**config.mk**
```make
export PLATFORM = sky130hd
export DESIGN_NAME = score_keeper
export DESIGN_NICKNAME = d
export VERILOG_FILES = /design/src/rtl/dino_pkg.sv /design/src/rtl/bcd_digit.sv /design/src/rtl/score_keeper.sv
export SDC_FILE = /design/constraint.sdc
export NUM_CORES = 1
export LEC_CHECK = 0
export BUFFER_PORTS_ARGS = -buffer_cell sky130_fd_sc_hd__buf_4
export CORE_ASPECT_RATIO = 1.2
export CORE_MARGIN = 1
export CORE_UTILIZATION = 35
export CTS_BUF_LIST = sky130_fd_sc_hd__clkbuf_8
export DETAILED_ROUTE_END_ITERATION = 8
export SLEW_MARGIN = 10
export SYNTH_ARGS = -nofsm -noshare
export SYNTH_HDL_FRONTEND = slang
export SYNTH_SLANG_ARGS = --single-unit
```
**constraint.sdc**
```tcl
create_clock -name clk -period 1.8 [get_ports clk]
set_input_delay 0.18 -clock clk [delete_from_list [all_inputs] [get_ports clk]]
set_output_delay 0.18 -clock clk [all_outputs]
set_load 0.02 [all_outputs]
```
**src/rtl/dino_pkg.sv**
```systemverilog
// -----------------------------------------------------------------------------
// dino_pkg
// Shared types and constants for the dino game score path.
//   state_e   : game FSM state (StIdle / StRun / StOver)
//   BcdW      : width of one BCD digit
//   all_nines : packed BCD constant with the lowest n digits set to 9
// -----------------------------------------------------------------------------
package dino_pkg;

   typedef enum logic [1:0] {
      StIdle,
      StRun,
      StOver
   } state_e;

   localparam int unsigned BcdW      = 4;
   localparam int unsigned MaxDigits = 8;

   // Returns a 32-bit packed BCD value with digits [n-1:0] equal to 9.
   function automatic logic [31:0] all_nines(input int unsigned n);
      logic [31:0] r;
      r = '0;
      for (int unsigned i = 0; i < MaxDigits; i++) begin
         if (i < n) begin
            r[BcdW*i +: BcdW] = 4'd9;
         end
      end
      return r;
   endfunction

endpackage

```
**src/rtl/bcd_digit.sv**
```systemverilog
// -----------------------------------------------------------------------------
// bcd_digit
// One decimal digit of a ripple BCD counter.
//   clk_i   : clock
//   rst_i   : synchronous active-high reset
//   inc_i   : add one to the digit this cycle
//   clr_i   : clear the digit to 0 (wins over inc_i)
//   digit_o : current digit value (0..9)
//   carry_o : inc_i applied while the digit holds 9 (feeds the next digit)
// -----------------------------------------------------------------------------
module bcd_digit
   import dino_pkg::*;
(
   input  logic            clk_i,
   input  logic            rst_i,
   input  logic            inc_i,
   input  logic            clr_i,
   output logic [BcdW-1:0] digit_o,
   output logic            carry_o
);

   logic [BcdW-1:0] digit_q;
   logic [BcdW-1:0] digit_d;
   logic            at_nine;

   assign at_nine = (digit_q == 4'd9);

   always_comb begin
      digit_d = digit_q;
      if (clr_i) begin
         digit_d = '0;
      end else if (inc_i) begin
         digit_d = at_nine ? '0 : digit_q + 4'd1;
      end
   end

   always_ff @(posedge clk_i) begin
      if (rst_i) begin
         digit_q <= '0;
      end else begin
         digit_q <= digit_d;
      end
   end

   assign digit_o = digit_q;
   assign carry_o = inc_i & at_nine;

endmodule

```
**src/rtl/score_keeper.sv**
```systemverilog
// -----------------------------------------------------------------------------
// score_keeper
// BCD score, speed level and session high-score tracker for the dino game.
// Qualified game ticks are divided by TICK_DIV into score increments; every
// carry into digit MILESTONE_DIGIT raises the level and pulses o_milestone.
//
// Parameters:
//   NUM_DIGITS      : BCD digits in score / high score (1..8)
//   TICK_DIV        : qualified ticks per score point (>=1)
//   MILESTONE_DIGIT : digit whose incoming carry marks a milestone
//   LEVEL_W         : width of o_level
//
// Ports:
//   clk           : clock
//   rst           : synchronous active-high reset
//   i_game_start  : start pulse, enters RUN from any state and clears the run
//   i_game_over   : game-over pulse, honoured only in RUN
//   i_game_frozen : pause, masks ticks
//   i_game_tick   : game tick
//   o_score       : packed BCD score, digit 0 in bits [3:0]
//   o_hiscore     : packed BCD session high score
//   o_level       : speed level, saturating
//   o_new_record  : last finished run beat the high score
//   o_milestone   : one-cycle pulse per milestone
//
// Build option: define SCORE_HISCORE_EN to build the high-score register,
// comparator and o_new_record; otherwise both outputs are tied to 0.
// -----------------------------------------------------------------------------
module score_keeper
   import dino_pkg::*;
#(
   parameter int unsigned NUM_DIGITS      = 4,
   parameter int unsigned TICK_DIV        = 6,
   parameter int unsigned MILESTONE_DIGIT = 2,
   parameter int unsigned LEVEL_W         = 3
) (
   input  logic                       clk,
   input  logic                       rst,
   input  logic                       i_game_start,
   input  logic                       i_game_over,
   input  logic                       i_game_frozen,
   input  logic                       i_game_tick,
   output logic [BcdW*NUM_DIGITS-1:0] o_score,
   output logic [BcdW*NUM_DIGITS-1:0] o_hiscore,
   output logic [LEVEL_W-1:0]         o_level,
   output logic                       o_new_record,
   output logic                       o_milestone
);

   localparam int unsigned        ScoreW    = BcdW * NUM_DIGITS;
   localparam int unsigned        DivW      = (TICK_DIV > 1) ? $clog2(TICK_DIV) : 1;
   localparam logic [DivW-1:0]    DivLast   = DivW'(TICK_DIV - 1);
   localparam logic [31:0]        AllNines  = all_nines(NUM_DIGITS);
   localparam logic [ScoreW-1:0]  ScoreMax  = AllNines[ScoreW-1:0];
   localparam logic [LEVEL_W-1:0] LevelMax  = {LEVEL_W{1'b1}};

   state_e             state_q;
   logic [DivW-1:0]    div_q;
   logic [LEVEL_W-1:0] level_q;
   logic               milestone_q;

   logic [ScoreW-1:0]     score;
   logic [NUM_DIGITS-1:0] dig_inc;
   logic [NUM_DIGITS-1:0] dig_carry;

   logic in_run;
   logic tick_ok;
   logic div_wrap;
   logic score_inc;
   logic milestone_hit;
   logic unused_top_carry;

   assign in_run   = (state_q == StRun);
   // Start and over both win over a tick in the same cycle.
   assign tick_ok  = in_run & i_game_tick & ~i_game_frozen & ~i_game_over & ~i_game_start;
   assign div_wrap = (div_q == DivLast);
   // A full score drops the increment, so no carry (and no milestone) can form.
   assign score_inc = tick_ok & div_wrap & (score != ScoreMax);

   // ---------------------------------------------------------------------------
   // BCD ripple chain
   // ---------------------------------------------------------------------------
   for (genvar g = 0; g < NUM_DIGITS; g++) begin : g_digit
      if (g == 0) begin : g_first
         assign dig_inc[g] = score_inc;
      end else begin : g_rest
         assign dig_inc[g] = dig_carry[g-1];
      end

      bcd_digit u_digit (
         .clk_i   (clk),
         .rst_i   (rst),
         .inc_i   (dig_inc[g]),
         .clr_i   (i_game_start),
         .digit_o (score[BcdW*g +: BcdW]),
         .carry_o (dig_carry[g])
      );
   end

   // Saturation gating keeps the top digit from ever carrying out.
   assign unused_top_carry = dig_carry[NUM_DIGITS-1];
   assign milestone_hit    = dig_carry[MILESTONE_DIGIT-1];

   // ---------------------------------------------------------------------------
   // FSM, divider, milestone and level
   // ---------------------------------------------------------------------------
   always_ff @(posedge clk) begin
      if (rst) begin
         state_q     <= StIdle;
         div_q       <= '0;
         level_q     <= '0;
         milestone_q <= 1'b0;
      end else begin
         milestone_q <= 1'b0;
         if (i_game_start) begin
            state_q <= StRun;
            div_q   <= '0;
            level_q <= '0;
         end else begin
            case (state_q)
               StRun: begin
                  if (i_game_over) begin
                     state_q <= StOver;
                  end else if (tick_ok) begin
                     div_q <= div_wrap ? '0 : div_q + 1'b1;
                     if (milestone_hit) begin
                        milestone_q <= 1'b1;
                        if (level_q != LevelMax) begin
                           level_q <= level_q + 1'b1;
                        end
                     end
                  end
               end
               default: begin
                  // IDLE and OVER only leave on a start pulse.
               end
            endcase
         end
      end
   end

   // ---------------------------------------------------------------------------
   // High score
   // ---------------------------------------------------------------------------
`ifdef SCORE_HISCORE_EN
   logic [ScoreW-1:0] hiscore_q;
   logic              new_record_q;

   always_ff @(posedge clk) begin
      if (rst) begin
         hiscore_q    <= '0;
         new_record_q <= 1'b0;
      end else if (i_game_start) begin
         new_record_q <= 1'b0;
      end else if (in_run && i_game_over && (score > hiscore_q)) begin
         // Packed BCD orders the same as its decimal value.
         hiscore_q    <= score;
         new_record_q <= 1'b1;
      end
   end

   assign o_hiscore    = hiscore_q;
   assign o_new_record = new_record_q;
`else
   assign o_hiscore    = '0;
   assign o_new_record = 1'b0;
`endif

   assign o_score     = score;
   assign o_level     = level_q;
   assign o_milestone = milestone_q;

endmodule

```
**After elaboration in Yosys (flattened, before gate mapping)**

Index checks and enable logic that the tools add are counted.
W data, S select, Z words.

- Output and inout port bits: 37
- Word-level logic and storage cells: 54
- Input bits: 6
- Bits in registers: 25

- Equality and inequality tests: 8
- Bitwise gates (word level): 14
- Reductions and logical operators: 8
- Muxes and demuxes: 9
- $add $sub $neg: 6

Operator list:

| cell | number |
|---|---|
| $add A4 B1 Y4 const B | 4 |
| $eq A4 B4 Y1 const B | 4 |
| $mux W4 | 4 |
| $ne A16 B16 Y1 const B | 1 |
| $and A1 B1 Y1 | 9 |
| $add A3 B1 Y3 const B | 2 |
| $not A1 Y1 | 5 |
| $reduce_and A5 Y1 | 1 |
| $reduce_or A5 Y1 | 1 |
| $mux W1 | 4 |
| $reduce_and A2 Y1 | 2 |
| $reduce_bool A2 Y1 | 2 |
| $eq A3 B3 Y1 const B | 1 |
| $mux W3 | 1 |
| $ne A3 B3 Y1 const B | 1 |
| $reduce_and A3 Y1 | 1 |
| $eq A2 B1 Y1 const B | 1 |
| $reduce_or A2 Y1 | 1 |

**Longest topological paths before layout**

Gate-level depths: netlist of run 1.

- Word-level depth: 10
- Depth in mapped cells: 6
- Mapped depth without buffers: 6

**Hierarchy**

A second synthesis of run 1 with hierarchy kept.

- Cells, all modules: 149
- Area total of the unflattened synthesis: 1357.6 µm²

By module, submodules not included:

| module | cells each | area an instance (µm²) | seq. area each (µm²) | instances |
|---|---|---|---|---|
| bcd_digit | 20 | 188.9 | 80.1 | 4 |
| score_keeper | 69 | 601.8 | 180.2 | 1 |

**Worst setup path before layout of run 1**

Ideal clock, no wire load.

- Path type: reg-to-reg
- Start point: register g_digit[1].u_digit.digit_q[3]
- End point: register g_digit[2].u_digit.digit_q[1]
- Stages on the path, launching flop included: 6
- Data required time: 1.733 ns
- Path buffers: 0
- Setup slack: -0.021 ns
- Setup time: 0.067 ns
- Arrival: 1.754 ns
- Clock period less this slack: 1.821 ns
- Cell sequence: dfxtp_1 -> or3b_4 -> a311oi_4 -> nand2_2 -> or3_1 -> a21oi_2

- Longest elaborated chain between the ends: 4
- Elaborated cells between the ends (all ways): 5
- Those cells by class: eq/ne (2); bitwise (3)

RTL lines:

| element | RTL line | text |
|---|---|---|
| from (decl) | bcd_digit.sv:22 | `logic [BcdW-1:0] digit_q;` |
| from (signal assigned) | bcd_digit.sv:41 | `digit_q <= digit_d;` |
| $ne A16 B16 Y1 | score_keeper.sv:78 | `assign score_inc = tick_ok & div_wrap & (score != ScoreMax);` |
| $and A1 B1 Y1 | score_keeper.sv:78 |  |
| $and A1 B1 Y1 | bcd_digit.sv:46 | `assign carry_o = inc_i & at_nine;` |
| $and A1 B1 Y1 (*) | bcd_digit.sv:46 |  |
| to (signal assigned) | bcd_digit.sv:41 |  |
| to (decl) | bcd_digit.sv:22 |  |

Every way passes the cells marked *; elsewhere a longest branch is shown, timed or not.
A chain may end at the register's enable or synchronous reset.

**Final worst setup path of run 1**

- Start point: register g_digit[1].u_digit.digit_q[2]
- End point: register g_digit[2].u_digit.digit_q[1]

Same word-level chain as after synthesis.

==> results of run 1 <==
-- area by class of cell --
class	instances	share of cell area [%]
multi-input combinational	126	47.1
inverter	3	0.666
clock inverter	1	0.296
sequential	25	29.7
clock buffer	3	2.44
tap	52	3.85
timing repair buffer	36	16.0
-- critical path: stages (launching register included) --
cell and delay (ns):
dfxtp_1 0.38, or3b_4 0.42, a311oi_4 0.29, nand2_2 0.10, or3_1 0.32, a21oi_2 0.11
-- cell families after synthesis --
family	after synthesis	share of synthesized area [%]
flip-flops	25	36.2
AND/OR/NAND/NOR	72	29.5
AO/OA/AOI/OAI	21	11.3
buffers and inverters	25	11.6
multiplexers	5	3.71
XOR/XNOR	9	5.70
other	1	0.271
adder cells (fa/ha/maj)	2	1.81
-- how the worst max path moves through the flow --
| stage | cells after the start | slack [ns] | end | startpoint |
|---|---|---|---|---|
| floorplan | 5 | 0.04 | g_digit[2].u_digit.digit_o[1]$_SDFFE_PP0P_ | g_digit[1].u_digit.digit_o[1]$_SDFFE_PP0P_ |
| global placement | 5 | 0.14 | g_digit[0].u_digit.digit_o[1]$_SDFFE_PP0P_ | g_digit[2].u_digit.digit_o[1]$_SDFFE_PP0P_ |
| detailed placement | 5 | 0.09 | g_digit[0].u_digit.digit_o[1]$_SDFFE_PP0P_ | g_digit[2].u_digit.digit_o[1]$_SDFFE_PP0P_ |
| CTS | 5 | 0.05 | g_digit[0].u_digit.digit_o[1]$_SDFFE_PP0P_ | g_digit[2].u_digit.digit_o[1]$_SDFFE_PP0P_ |
| global route | 5 | 0.007 | o_level[0]$_SDFFE_PP0P_ | g_digit[0].u_digit.digit_o[3]$_SDFFE_PP0P_ |
| finish | 5 | 0.12 | g_digit[2].u_digit.digit_o[1]$_SDFFE_PP0P_ | g_digit[1].u_digit.digit_o[2]$_SDFFE_PP0P_ |
-- power breakdown --
group	internal, mW	switching, mW	total (mW)	leakage, nW
logic	0.0131	0.0472	0.0603	0.515
clock network	0.155	0.179	0.334	0.0255
registers	0.555	0.00171	0.556	0.202
total	0.723	0.228	0.950	0.743
-- metal layers --
metal  routed length [um]  GRT usage (%)
met4                   31           4.76
met3                   99           2.56
met1                 1210           13.8
met2                 1410           24.0
met5                    0              0
-- placed cells by master, fill, tap and decap left out, types with 2 or more instances in the layout --
master	synthesis	routed
nand4_1	4	4
mux2i_1	4	4
nand3_1	7	7
and4_1	3	2
nand2b_1	2	2
nor2_1	22	22
xor2_1	7	7
o21ai_1	2	2
buf_4	17	36
xnor2_1	2	2
and3_1	2	2
inv_1	3	3
ha_1	2	2
nor3_1	2	2
or3_1	2	2
nand2_1	8	8
dfxtp_1	25	24
conb_1	1	17
nor2b_1	7	6
o2111ai_1	2	2
a21oi_1	10	10
nor3b_2	1	3
nor3b_1	4	2
clkbuf_8	0	3
-- timing repair --
action | 4_1_cts | 5_1_grt
hold endpoints to repair | 0 | 0
gates resized for setup | 0 | 4
setup endpoints to repair | 0 | 8
hold buffers | 0 | 0
-- stage by stage --
step | util, % | std cells | total power, mW
after floorplan | - | 176 | 0.644
after global placement | 44.2 | 242 | 0.628
after detailed placement | 44.2 | 242 | 0.630
after CTS | 45.4 | 246 | 0.967
after global routing | 45.8 | 246 | 0.985
final | 45.8 | 246 | 0.950
-- state kept, by name, indices dropped and copies added, names as in the netlist --
register,cells
g_digit.u_digit.digit_o,16
div_q,3
o_level,3
state_q,2
o_milestone,1
==> metrics, run 1 <==
outcome=finished clean; syn avg cell area=8.65 um2; Seq/Total Area, Yosys=36.2%; fill count=391; top_reg_cell synth=dfxtp_1; R2R depth=5; Die W=59.4 um; post-route DRC violation count=0; Ys Warns=0; htree depth=1; RSZ-0062 raised after global routing=false; io pins=43; Static Leak=0.743 nW; share of cells above drive strength 1=27.3%; Critical R2R Capture=g_digit[2].u_digit.digit_o[1]$_SDFFE_PP0P_; post-synth top area share=36.2%; MaxCap Viol Count=0; clk buf depth=2; Clk Latency, worst-skew pair=0.27 ns; clk sinks=25; DP Worst Slack=0.0900 ns; post-route ant nets=0; Reg clk slew, reported paths=0.09 ns; mapped cell area=1380 um2; first-pass GRT wire length=4140 um; average wire per standard cell=11.2 um; CP Launch Type=flop; final period utilization=93.5%; vias per cell=4.72; vias in the first global route=1032; reg2reg start=g_digit[1].u_digit.digit_o[2]$_SDFFE_PP0P_; Post-Syn Instances=160; dpl cell area=1630 um2; # diodes=0; leading area contributor after synthesis=dfxtp_1; most frequent cells after synthesis=25 x dfxtp_1, 22 x nor2_1, 17 x buf_4; Tmin final=1.68 ns; asr flop ratio synth=0%; detailed-route via count=1161; worst-path fanout max=6; most numerous cell in the Yosys netlist=dfxtp_1; First-pass DRT Iterations=4; starting DRC count in detailed routing=25; dpl hpwl=2100 um; CP Class=flop to flop; GPL Wtd Cong=0.742; VDD IR-drop max=0.254 mV; number of CTS-inserted buffers=3; Storage cell area=502 um2; hold path depth=2; CTS tree=done; Die ar.=4210 um2; setup ws final=0.117 ns; # rows=24; Fin Hold WS=0.0591 ns; Hold Crit Class=input pin to flop; setup tns final=0 ns; hold path start=rst; Final Hold Viols=0; cell area after layout=1690 um2; antenna violations before repair=0; GRT overflow=0; Port Buffers=25; Worst Path Required=2.01 ns; Total GRT Usage=12.9%; Crit path arrival time=1.89 ns; Area Growth Syn to Fin=22.2%; Hold EP=state_q[0]$_SDFFE_PP0P_; Post-Route WL=2750 um; count of cell types in the netlist=41; Multi-input gate area=797 um2; largest net degree at the start of global routing=25; Root Buffer=clkbuf_8; Seq cells post-synth=25; final setup fails=0; clk_skew=0.00768 ns; Power Density=562 nW/um2; post-CTS setup buffers=0; max frequency=594 MHz; largest cells by area after synthesis=dfxtp_1 36%, buf_4 9.2%, nor2_1 6.0%; Post-synth EDFFs=0; Slew Limit Fails=0; # nets final=203; area of the core=3690 um2; reg2reg setup slack=0.12 ns; Setup crit end kind=flop; Initial Util=37.5%; Die Ht=70.9 um
(Power assumes the default switching activity.)
==> inputs of run 2 (changes only) <==
==> constraint.sdc (replaced) <==
create_clock -name clk -period 2.1 [get_ports clk]
set_input_delay 0.21 -clock clk [delete_from_list [all_inputs] [get_ports clk]]
set_output_delay 0.21 -clock clk [all_outputs]
set_load 0.02 [all_outputs]
==> run 2 against run 1 <==
Net effect:
- die area is the same
- worst hold slack gained 0.027 ns
- clock skew shrank 0.0043 ns
- final cell count shrank 3.7%
- via count shrank 4.6%
- design area shrank 4.7%
- flip-flop and latch count is the same
- total power shrank 13%
- fmax shrank 8.1%
==> metrics, run 2 (synthesis results as in run 1) <==
htree depth=1; clk buf depth=2; Area Growth Syn to Fin=16.5%; CTS tree=done; VDD IR-drop max=0.256 mV; Tmin final=1.83 ns; Crit path arrival time=2.03 ns; # diodes=0; final period utilization=87.2%; dpl hpwl=2080 um; io pins=43; antenna violations before repair=0; Storage cell area=500 um2; starting DRC count in detailed routing=25; Total GRT Usage=14.3%; Die W=59.4 um; average wire per standard cell=11.6 um; dpl cell area=1560 um2; reg2reg setup slack=0.27 ns; setup tns final=0 ns; CP Launch Type=flop; worst-path fanout max=6; Root Buffer=clkbuf_8; Critical R2R Capture=g_digit[0].u_digit.digit_o[2]$_SDFFE_PP0P_; post-route DRC violation count=0; commonest non-fill, non-tap cell in the layout=buf_4; Final Hold Viols=0; Worst Path Required=2.30 ns; cell area after layout=1610 um2; hold path depth=2; post-route ant nets=0; dpl cells=233; Largest register FFs=16; non-filler instance count after layout=237; Reg clk slew, reported paths=0.09 ns; Hold EP=state_q[0]$_SDFFE_PP0P_; GRT overflow=0; Die Ht=70.9 um; Hold Crit Class=input pin to flop; final setup fails=0; largest net degree at the start of global routing=25; # nets final=194; max frequency=546 MHz; clk sinks=25; vias in the first global route=1095; MaxCap Viol Count=0; hold buffers post-CTS=0; Clk Latency, worst-skew pair=0.27 ns; GPL Wtd Cong=0.858; Setup crit end kind=flop; Port Buffers=25; first-pass GRT wire length=4750 um; Slew Limit Fails=0; Multi-input gate area=783 um2; post-CTS setup buffers=0; clk_skew=0.00342 ns; Die ar.=4210 um2; outcome=finished clean; reg2reg start=state_q[1]$_SDFFE_PP0P_; detailed-route via count=1108; area of the core=3690 um2; Static Leak=0.680 nW; most frequent cells in the layout=27 x buf_4, 25 x dfxtp_1, 22 x nor2_1; Initial Util=37.5%; number of CTS-inserted buffers=3; Power Density=512 nW/um2; hold path start=rst; CP Class=flop to flop; fill count=387; share of cells above drive strength 1=21.1%; # rows=24; RSZ-0062 raised after global routing=false; vias per cell=4.68; Post-CTS Resized=0; First-pass DRT Iterations=4; R2R depth=5; Post-Route WL=2750 um
## run 2: cell type report
class / count / area share (%)
multi-input cells: 126 / 48.6
clock buffers: 3 / 2.56
inverters: 3 / 0.699
well taps: 52 / 4.04
repair buffers: 27 / 12.6
clock inverters: 1 / 0.466
flip-flops and latches: 25 / 31.1
## run 2: worst max-delay path by stage
| stage | from | end | slack [ns] | cells after the start |
|---|---|---|---|---|
| after CTS | state_q[1]$_SDFFE_PP0P_ | g_digit[0].u_digit.digit_o[2]$_SDFFE_PP0P_ | 0.26 | 5 |
| after global routing | state_q[1]$_SDFFE_PP0P_ | o_level[1]$_SDFFE_PP0P_ | 0.07 | 5 |
| final | state_q[1]$_SDFFE_PP0P_ | g_digit[0].u_digit.digit_o[2]$_SDFFE_PP0P_ | 0.27 | 5 |
| after global placement | g_digit[1].u_digit.digit_o[3]$_SDFFE_PP0P_ | g_digit[2].u_digit.digit_o[1]$_SDFFE_PP0P_ | 0.33 | 5 |
| after floorplan | g_digit[1].u_digit.digit_o[3]$_SDFFE_PP0P_ | g_digit[2].u_digit.digit_o[1]$_SDFFE_PP0P_ | 0.28 | 5 |
| after detailed placement | i_game_start | g_digit[0].u_digit.digit_o[2]$_SDFFE_PP0P_ | 0.26 | 6 |
## run 2: through the flow
step	power [mW]	setup WS, ns	hold WS (ns)	utilization (%)
final	0.826	0.268	0.0862	43.6
after global routing	0.859	0.0668	0.0826	43.6
after CTS	0.834	0.258	0.0839	43.6
after detailed placement	0.538	0.255	0.381	42.3
after global placement	0.538	0.333	0.373	42.3
after floorplan	0.552	0.279	0.282	-
## run 2: worst max-delay path, cell delays in order (launching register included)
cell and delay (ns):
dfxtp_1 0.34, nor4b_2 0.40, and3_1 0.35, o211ai_2 0.18, or3_1 0.34, a21oi_1 0.15
## run 2: power by group
group | leakage (nW) | switching (mW) | total (mW) | internal (mW)
Clock | 0.0217 | 0.164 | 0.298 | 0.134
Sequential | 0.202 | 0.00138 | 0.477 | 0.476
Combinational | 0.457 | 0.0400 | 0.0505 | 0.0105
## run 2: routing by layer
layer | vias up | share of wire, % | wire length, um | global-route usage [%]
li1 | 569 | - | - | -
met1 | 512 | 44 | 1200 | 18.0
met2 | 25 | 52 | 1430 | 24.5
met3 | 2 | 3.2 | 89 | 2.38
met4 | 0 | 0.69 | 19 | 4.50
met5 | - | 0 | 0 | 0
